## config.mk

```make
export PLATFORM = sky130hd
export DESIGN_NAME = seq_shift_add_multiplier
export DESIGN_NICKNAME = d
export VERILOG_FILES = /design/src/rtl/seq_mult_pkg.sv /design/src/rtl/seq_mult_datapath.sv /design/src/rtl/seq_shift_add_multiplier.sv
export SDC_FILE = /design/constraint.sdc
export NUM_CORES = 1
export LEC_CHECK = 0
export CORE_AREA = 2 2 90 92
export DETAILED_ROUTE_END_ITERATION = 16
export DIE_AREA = 0 0 92 94
export MAX_ROUTING_LAYER = met4
export PLACE_DENSITY = 0.73
export SYNTH_ARGS = -nofsm -noshare
export SYNTH_HDL_FRONTEND = slang
export SYNTH_SLANG_ARGS = --single-unit
```

## constraint.sdc

```tcl
create_clock -name clk -period 8.05 [get_ports clk]
set_input_delay 1.2075 -clock clk [delete_from_list [all_inputs] [get_ports clk]]
set_output_delay 1.2075 -clock clk [all_outputs]
set_load 0.03 [all_outputs]
```

## src/rtl/seq_mult_pkg.sv

```systemverilog
// Shared types and helpers for the sequential multiplier family.
// Holds the FSM state encoding, the legal operand width range, and a
// conditional two's-complement negate used for operand magnitudes and
// for the product sign fix-up.
package seq_mult_pkg;

    typedef enum logic [1:0] {
        IDLE = 2'd0,
        CALC = 2'd1,
        DONE = 2'd2
    } state_t;

    localparam int WIDTH_MIN = 2;
    localparam int WIDTH_MAX = 32;
    localparam int HELPER_W  = 2 * WIDTH_MAX;

    // Negate v when en is set. Callers sign- or zero-extend into HELPER_W
    // bits and cast the result back to their own width.
    function automatic logic [HELPER_W-1:0] cond_negate(input logic [HELPER_W-1:0] v,
                                                        input logic                en);
        return en ? (HELPER_W'(0) - v) : v;
    endfunction

endpackage

```

## src/rtl/seq_mult_datapath.sv

```systemverilog
// Datapath of the shift-add multiplier: operand magnitude capture,
// accumulator with its single adder, and the final sign fix-up into P.
// Build option SEQ_MULT_EARLY_TERM_EN adds a zero-detect on the shifted
// multiplier so the controller can stop as soon as no set bits remain.
module seq_mult_datapath
    import seq_mult_pkg::*;
#(
    parameter int WIDTH = 8,
    parameter int CNT_W = $clog2(WIDTH + 1)
) (
    input  logic               clk,
    input  logic               rst,
    input  logic               load,
    input  logic               step,
    input  logic               finish,
    input  logic [CNT_W-1:0]   count,
    input  logic [WIDTH-1:0]   A,
    input  logic [WIDTH-1:0]   B,
    input  logic               sgn,
    output logic               mplier_zero,
    output logic [2*WIDTH-1:0] P
);

    localparam int PW = 2 * WIDTH;

    logic [WIDTH-1:0]    mcand;
    logic [WIDTH-1:0]    mplier;
    logic [PW-1:0]       acc;
    logic                neg;
    logic                a_neg;
    logic                b_neg;
    logic [HELPER_W-1:0] a_ext;
    logic [HELPER_W-1:0] b_ext;
    logic [WIDTH-1:0]    mag_a;
    logic [WIDTH-1:0]    mag_b;
    logic [PW-1:0]       addend;
    logic [PW-1:0]       acc_nxt;
    logic [PW-1:0]       p_fix;

    // Magnitudes: -2^(W-1) negates to 2^(W-1), which still fits unsigned.
    assign a_neg = sgn & A[WIDTH-1];
    assign b_neg = sgn & B[WIDTH-1];
    assign a_ext = {{(HELPER_W-WIDTH){a_neg}}, A};
    assign b_ext = {{(HELPER_W-WIDTH){b_neg}}, B};
    assign mag_a = WIDTH'(cond_negate(a_ext, a_neg));
    assign mag_b = WIDTH'(cond_negate(b_ext, b_neg));

    // One 2W-bit adder; the partial product is the multiplicand at bit 'count'.
    assign addend  = {{WIDTH{1'b0}}, mcand} << count;
    assign acc_nxt = mplier[0] ? (acc + addend) : acc;
    assign p_fix   = PW'(cond_negate(HELPER_W'(acc_nxt), neg));

`ifdef SEQ_MULT_EARLY_TERM_EN
    // High when the multiplier will be zero after this cycle's shift.
    assign mplier_zero = ~|mplier[WIDTH-1:1];
`else
    assign mplier_zero = 1'b0;
`endif

    // Operand capture on accept, one iteration per CALC cycle, P on the last.
    always_ff @(posedge clk) begin
        if (rst) begin
            mcand  <= '0;
            mplier <= '0;
            acc    <= '0;
            neg    <= 1'b0;
            P      <= '0;
        end else if (load) begin
            mcand  <= mag_a;
            mplier <= mag_b;
            acc    <= '0;
            neg    <= a_neg ^ b_neg;
        end else if (step) begin
            acc    <= acc_nxt;
            mplier <= mplier >> 1;
            if (finish) begin
                P <= p_fix;
            end
        end
    end

endmodule

```

## src/rtl/seq_shift_add_multiplier.sv

```systemverilog
// Iterative radix-2 shift-add multiplier, WIDTH x WIDTH -> 2*WIDTH,
// unsigned or signed per transaction, with valid/ready on both sides.
// Build option SEQ_MULT_EARLY_TERM_EN ends CALC once the remaining
// multiplier bits are all zero; P is the same either way.
//
// Handshakes: a transfer happens on a rising edge where valid && ready.
// The input side accepts only in IDLE (in_ready=1); operands are sampled
// at that edge only. out_valid rises with P and both stay unchanged until
// an edge with out_ready=1. in_valid outside IDLE and out_ready outside
// DONE are ignored.
module seq_shift_add_multiplier
    import seq_mult_pkg::*;
#(
    parameter int WIDTH = 8,
    parameter int CNT_W = $clog2(WIDTH + 1)
) (
    input  logic               clk,
    input  logic               rst,
    input  logic               in_valid,
    output logic               in_ready,
    input  logic [WIDTH-1:0]   A,
    input  logic [WIDTH-1:0]   B,
    input  logic               sgn,
    output logic               out_valid,
    input  logic               out_ready,
    output logic [2*WIDTH-1:0] P,
    output logic [1:0]         dbg_state
);

    if (WIDTH < WIDTH_MIN || WIDTH > WIDTH_MAX) begin : g_width_check
        $error("seq_shift_add_multiplier: WIDTH out of range");
    end

    state_t           state;
    logic [CNT_W-1:0] count;
    logic             fire;
    logic             step;
    logic             last_iter;
    logic             finish;
    logic             mplier_zero;

    assign fire      = (state == IDLE) && in_valid && in_ready;
    assign step      = (state == CALC);
    assign last_iter = (count == CNT_W'(WIDTH - 1)) || mplier_zero;
    assign finish    = step && last_iter;
    assign dbg_state = state;

    // Control FSM with registered handshake outputs and iteration counter.
    always_ff @(posedge clk) begin
        if (rst) begin
            state     <= IDLE;
            in_ready  <= 1'b1;
            out_valid <= 1'b0;
            count     <= '0;
        end else begin
            case (state)
                IDLE: begin
                    if (in_valid && in_ready) begin
                        state    <= CALC;
                        in_ready <= 1'b0;
                        count    <= '0;
                    end
                end
                CALC: begin
                    count <= count + 1'b1;
                    if (last_iter) begin
                        state     <= DONE;
                        out_valid <= 1'b1;
                    end
                end
                DONE: begin
                    if (out_ready) begin
                        state     <= IDLE;
                        out_valid <= 1'b0;
                        in_ready  <= 1'b1;
                    end
                end
                default: begin
                    state     <= IDLE;
                    in_ready  <= 1'b1;
                    out_valid <= 1'b0;
                end
            endcase
        end
    end

    seq_mult_datapath #(
        .WIDTH (WIDTH),
        .CNT_W (CNT_W)
    ) u_datapath (
        .clk         (clk),
        .rst         (rst),
        .load        (fire),
        .step        (step),
        .finish      (finish),
        .count       (count),
        .A           (A),
        .B           (B),
        .sgn         (sgn),
        .mplier_zero (mplier_zero),
        .P           (P)
    );

endmodule

```

==> flow_summary.ini, run 1 <==
[logic_synthesis]
synth_area_leaders = dfxtp_1, a21oi_1, nor2_1, ha_1, nand2_1
syn_avg_cell_area_um2 = 7.586
ys_seq_elements = 57
synth_top_area_cell = dfxtp_1
synth_common_cells = nor2_1, nand2_1, dfxtp_1
syn_nets = 583
ys_types = 59
ys_warn_count = 0
ys.flop_type = dfxtp_1
synth_edf_count = 0
yosysTopAreaCellShare_pct = 27.75
synthArstFlopShare_pct = 0
synthesis.instances = 542
yosysSeqAreaShare_pct = 27.75
synth_area_mm2 = 0.004111
yosysMostFrequentCell = nor2_1

[clock_tree]
clock_sinks = 57
post_cts_resized = 0
clock_latency_ns = 0.34
post_cts_buffers = 0
cts.clk_slew.worst_paths_ns = 0.07
clockBufferDepth = 2
cts_tree = built
htreeDepth = 3
hold_buffers = 0
root_buffer = clkbuf_8
cts_buffers = 9

[critical_path]
critical_path.cell_chain = mux2i_1, mux2_2, mux2i_1, nor2b_1, ha_1, a21o_1, a311o_1, and4_4, or4_4, a31oi_4, nand4_4, o31ai_1, xor2_1, a211oi_1
timing.rr.start = count[1]$_SDFFE_PP0P_
crit_arrival_ns = 4.59
r2r_cells = 14
rrSetupSlack_ns = 3.72
path_class = reg2reg
endpoint_kind = register
cp-start-kind = register
cp_top_family = compound AO/OA/AOI/OAI gates
slowest_delay_ns = 0.72
worst-path-max-fanout = 18
cp.required_ns = 8.31
cpMostUsedCell = mux2i_1
cp_num_buf_inv = 0
r2r-end = u_datapath.P[14]$_SDFFE_PP0P_
slowest_stage = dfxtp_1

[routing]
dr_total_vias = 3932
drt_iter0_drc = 96
first_pass_iters = 4
wl_per_cell_um = 14.90
drc = 0
ant_nets = 0
wirelength_mm = 9.906
viasPerCell = 5.913

[timing]
hold_slack_ns = 0.4514
rsz0062_at_grt = false
fin_ws_ns = 3.722
fin_crit_sh_pct = 53.76
period_needed_ns = 4.328
fmax_mhz = 231.1
fin_skew_ns = 0.01340
finalHoldViolations = 0
drv_slew = 0
worst_slew_pin_slew_ns = 0.7913
slew_headroom_pct = 47.25
setup_tns_ns = 0
setup_violations = 0

[power_and_ir_drop]
p_sw_uw = 241.8
switching_share_pct = 31.93
p_seq_share_pct = 41.1
p_clk_share_pct = 36.0
p_int_uw = 515.4
vdd_drop_max_uv = 120.5
powerDensity_mw_per_mm2 = 160.7
cellLeakagePower_uw = 0.001746
combPwrFrac_pct = 22.9

[final_layout]
syn2layout_area_growth_pct = 14.61
final_area_mm2 = 0.004712
n_antenna_cell = 0
post-route-util_pct = 61.94
layout.nets = 599
drive_gt1_share_pct = 6.394

[worst_hold_path]
worstHoldEndpoint = u_datapath.P[3]$_SDFFE_PP0P_
min_path_cells = 2
min_from = u_datapath.P[3]$_SDFFE_PP0P_
hold_class = reg2reg

[placed_design]
place_area_mm2 = 0.004517
place_ws_ns = 3.778
hpwl_mm = 7.557
portBuffers = 40
gp_congestion = 0.9248

[global_route]
grt_pass1_wl_mm = 16.73
grt_pass1_vias = 3598
grt_max_degree = 44
grt.total_usage_pct = 24.69
antenna_found_initial = 0
grt_overflow = 0

[floorplan]
initial_core_util_pct = 54.05
io-pin-count = 41
core_mm2 = 0.007607
die_h_um = 94
num_rows = 32
die-area_mm2 = 0.008648
die_width_um = 92

[status]
status = complete, no violations

[flow_run]
drv_cap = 0
worst max path at each step:
stage,startpoint,depth (start not counted),endpoint,slack (ns)
floorplan,count[1]$_SDFFE_PP0P_,16,u_datapath.P[15]$_SDFFE_PP0P_,4.04
global placement,count[1]$_SDFFE_PP0P_,14,u_datapath.P[15]$_SDFFE_PP0P_,3.85
detailed placement,count[1]$_SDFFE_PP0P_,14,u_datapath.P[14]$_SDFFE_PP0P_,3.78
CTS,count[1]$_SDFFE_PP0P_,14,u_datapath.P[14]$_SDFFE_PP0P_,3.76
global route,count[1]$_SDFFE_PP0P_,14,u_datapath.P[11]$_SDFFE_PP0P_,3.41
finish,count[1]$_SDFFE_PP0P_,14,u_datapath.P[14]$_SDFFE_PP0P_,3.72
through the flow:
step	total power, uW	instances
5_1_grt	799.5	665
6_report	757.2	665
3_5_place_dp	489.6	649
2_1_floorplan	444.4	542
3_3_place_gp	485.1	649
4_1_cts	761.3	665
cell type report:
type | count | area (um2)
clock inverters | 5 | 53.80
repair buffers | 43 | 422.9
well taps | 102 | 127.6
inverters | 10 | 37.54
clock buffers | 11 | 141.4
flip-flops and latches | 57 | 1141
fillers | 733 | 2895
multi-input cells | 437 | 2788
cell families (layout without fill, tap and decap cells):
group / count (synthesis) / in the layout / synth area share [%]
simple gates: 203 / 203 / 23.37
xor+xnor: 31 / 31 / 6.604
mux: 20 / 20 / 5.052
fa+ha+maj: 20 / 20 / 6.269
compound gates: 163 / 163 / 26.45
flops: 57 / 57 / 27.75
buf+inv: 48 / 69 / 4.504
layer usage:
metal / GRT usage, % / share of wire [%]
met2: 43.01 / 50
met3: 5.297 / 3.2
met5: - / 0
met4: 7.463 / 2.1
met1: 28.72 / 45
registers in the layout (all words and copies together) (netlist names), 2 cells and up:
name	cells
u_datapath.mcand	8
u_datapath.P	16
u_datapath.mplier	8
dbg_state	2
u_datapath.acc	16
count	4
worst register-to-register path: stages (launching register included):
cell	delay [ns]
dfxtp_1	0.72
mux2i_1	0.37
mux2_2	0.23
mux2i_1	0.08
nor2b_1	0.17
ha_1	0.38
a21o_1	0.24
a311o_1	0.37
and4_4	0.22
or4_4	0.43
a31oi_4	0.27
nand4_4	0.15
o31ai_1	0.31
xor2_1	0.10
a211oi_1	0.23
placed cells by master, fill, tap and decap left out, types with 4 or more instances in the layout:
cell | Yosys | routed
a21o_1 | 6 | 6
a311oi_1 | 9 | 9
nor2_1 | 65 | 65
nand2_1 | 60 | 60
nand3_1 | 18 | 18
xor2_1 | 16 | 16
xnor2_1 | 15 | 15
o22ai_1 | 5 | 5
ha_1 | 19 | 19
nor3_1 | 12 | 12
and3_1 | 10 | 10
nand3b_1 | 5 | 5
nor2b_1 | 6 | 5
dfxtp_1 | 57 | 57
nand4_1 | 4 | 4
o31ai_1 | 5 | 5
inv_1 | 10 | 10
a21oi_1 | 50 | 50
o21ai_0 | 28 | 28
clkbuf_8 | 0 | 10
a22oi_1 | 4 | 4
a31oi_1 | 6 | 6
clkdlybuf4s50_1 | 0 | 40
mux2_2 | 6 | 6
mux2i_1 | 14 | 14
nand2b_1 | 8 | 8
a211oi_1 | 25 | 25
power groups by stage:
stage	registers, uW	logic, uW	clock network [uW]
finish	311	173	273
global route	313	193	293
CTS	311	173	277
detailed placement	317	172	0
global placement	317	168	0
floorplan	312	133	0
Note: power is estimated with default switching activity, not from simulation.
==> run 2, diff against run 1 <==
--- a/config.mk
+++ b/config.mk
@@ -5,9 +5,9 @@
 export SDC_FILE = /design/constraint.sdc
 export NUM_CORES = 1
 export LEC_CHECK = 0
-export CORE_AREA = 2 2 90 92
+export CORE_AREA = 2 2 92 94
 export DETAILED_ROUTE_END_ITERATION = 16
-export DIE_AREA = 0 0 92 94
+export DIE_AREA = 0 0 94 96
 export MAX_ROUTING_LAYER = met4
 export PLACE_DENSITY = 0.73
 export SYNTH_ARGS = -nofsm -noshare
==> constraint.sdc (replaced) <==
create_clock -name clk -period 3.9 [get_ports clk]
set_input_delay 0.585 -clock clk [delete_from_list [all_inputs] [get_ports clk]]
set_output_delay 0.585 -clock clk [all_outputs]
set_load 0.03 [all_outputs]
==> flow_summary.ini, run 2 (synthesized netlist as in run 1, its figures left out) <==
[critical_path]
critical_path.cell_chain = buf_6, mux2i_4, mux2_2, mux2i_1, nor2b_1, ha_1, a21o_1, a311o_1, and4_4, or4_4, a31oi_4, nand4_4, o41ai_4, xnor2_1, o31ai_2
endpoint_kind = register
slowest_stage = or4_4
r2r_cells = 15
slowest_delay_ns = 0.43
path_class = reg2reg
timing.rr.start = count[1]$_SDFFE_PP0P_
cp_top_family = compound AO/OA/AOI/OAI gates
cp.required_ns = 4.15
cp_num_buf_inv = 1
worst-path-max-fanout = 5
cp-start-kind = register
r2r-end = u_datapath.P[15]$_SDFFE_PP0P_
crit_arrival_ns = 4.02
rrSetupSlack_ns = 0.14

[clock_tree]
clockBufferDepth = 2
cts.clk_slew.worst_paths_ns = 0.07
clock_sinks = 57
cts_buffers = 9
root_buffer = clkbuf_8
htreeDepth = 3
clock_latency_ns = 0.33
cts_tree = built

[floorplan]
core_mm2 = 0.008051
io-pin-count = 41
num_rows = 33
die_h_um = 96
die_width_um = 94
die-area_mm2 = 0.009024
initial_core_util_pct = 51.06

[final_layout]
final_cell_mix = nor2_1, nand2_1, dfxtp_1
post-route-util_pct = 62.42
fill_cells = 740
final_common_cell = nor2_1
multi_input_area_mm2 = 0.002864
instances_no_fill = 693
n_antenna_cell = 0
drive_gt1_share_pct = 12.93
syn2layout_area_growth_pct = 22.25
layout.nets = 624
final_area_mm2 = 0.005026
final-seq-area_mm2 = 0.001146
reg_top3 = u_datapath.P x16, u_datapath.acc x16

[timing]
fmax_mhz = 265.6
slew_headroom_pct = 46.18
fin_skew_ns = 0.007997
period_needed_ns = 3.765
worst_slew_pin_slew_ns = 0.8062
finalHoldViolations = 0
fin_ws_ns = 0.1351
fin_crit_sh_pct = 96.53
setup_violations = 0
drv_slew = 0

[routing]
ant_nets = 0
first_pass_iters = 5
wirelength_mm = 10.50
drt_iter0_drc = 172
drc = 0
dr_total_vias = 4051
viasPerCell = 5.846
wl_per_cell_um = 15.16

[global_route]
antenna_found_initial = 0
grt_pass1_vias = 3734
grt_max_degree = 44
grt.total_usage_pct = 24.11
grt_overflow = 0
grt_pass1_wl_mm = 16.97

[placed_design]
hpwl_mm = 7.892
place_ws_ns = -0.01862
place_area_mm2 = 0.004686
gp_congestion = 0.9614
dp.cells = 674
portBuffers = 40

[power_and_ir_drop]
vdd_drop_max_uv = 202.8
powerDensity_mw_per_mm2 = 335.8
cellLeakagePower_uw = 0.001896

[worst_hold_path]
hold_class = reg2reg
min_from = u_datapath.P[5]$_SDFFE_PP0P_
min_path_cells = 2
worstHoldEndpoint = u_datapath.P[5]$_SDFFE_PP0P_

[status]
status = complete, no violations

[flow_run]
drv_cap = 0
## run 2: cell types whose count changed in the layout (fill, tap and decap cells not counted), moves of 2 or more
cell | previous run | this run
a21oi_1 | 50 | 46
a21oi_2 | 0 | 4
buf_4 | 3 | 26
buf_6 | 0 | 2
clkinv_2 | 3 | 1
dfxtp_1 | 57 | 55
mux2i_1 | 14 | 12
o21ai_0 | 28 | 24
o21ai_1 | 0 | 4
## run 2: tightest hold or removal path: cells and delay by family, from the launching register on
family           cells  cell delay (ns)
AND/OR/NAND/NOR      1             0.05
flip-flops           1             0.31
AO/OA/AOI/OAI        1             0.05
## run 2: stage by stage
stage / total power (uW) / TNS (ns) / hold slack [ns]
after detailed placement: 1038 / -0.03364 / 0.4430
after CTS: 1682 / 0 / 0.4524
final: 1688 / 0 / 0.4517
after global placement: 1027 / 0 / 0.4403
after floorplan: 917.4 / 0 / 0.4481
after global routing: 1771 / -0.008877 / 0.4791
## run 2: area by class of cell
type                            count  area share, %
Timing Repair Buffer               68          12.30
Clock buffer                       12          3.087
Clock inverter                      4          1.469
Multi-Input combinational cell    437          56.98
Tap cell                          105          2.614
Inverter                           10         0.7468
Sequential cell                    57          22.80
## run 2: how the worst max path moves through the flow
stage / startpoint / endpoint / slack [ns] / cells past startpoint
2_1_floorplan: count[0]$_SDFFE_PP0P_ / u_datapath.P[15]$_SDFFE_PP0P_ / 0.05 / 17
3_3_place_gp: count[0]$_SDFFE_PP0P_ / u_datapath.P[15]$_SDFFE_PP0P_ / 0.08 / 13
3_5_place_dp: count[1]$_SDFFE_PP0P_ / u_datapath.P[14]$_SDFFE_PP0P_ / -0.02 / 15
4_1_cts: count[0]$_SDFFE_PP0P_ / u_datapath.P[14]$_SDFFE_PP0P_ / 0.01 / 14
5_1_grt: count[1]$_SDFFE_PP0P_ / u_datapath.P[14]$_SDFFE_PP0P_ / -0.009 / 15
6_report: count[1]$_SDFFE_PP0P_ / u_datapath.P[15]$_SDFFE_PP0P_ / 0.14 / 15
## run 2: report_power, final
group	total, uW	internal (uW)	switching, uW
registers	643	610	33.4
clock network	641	396	244
logic	404	170	234
total	1690	1180	511
## run 2: what timing repair did
action                                  in CTS  in global routing
endpoints found under the setup margin       2                 10
pin swaps                                    0                  9
setup buffers                                0                  3
hold buffers                                 0                  0
resized for setup                            1                 24
## run 2: per-layer routing
metal | up-vias | global-route usage [%] | routed length [um]
li1 | 2053 | - | -
met1 | 1871 | 27.87 | 4581
met2 | 105 | 41.85 | 5193
met3 | 22 | 4.307 | 474
met4 | 0 | 9.179 | 253
met5 | - | - | 0
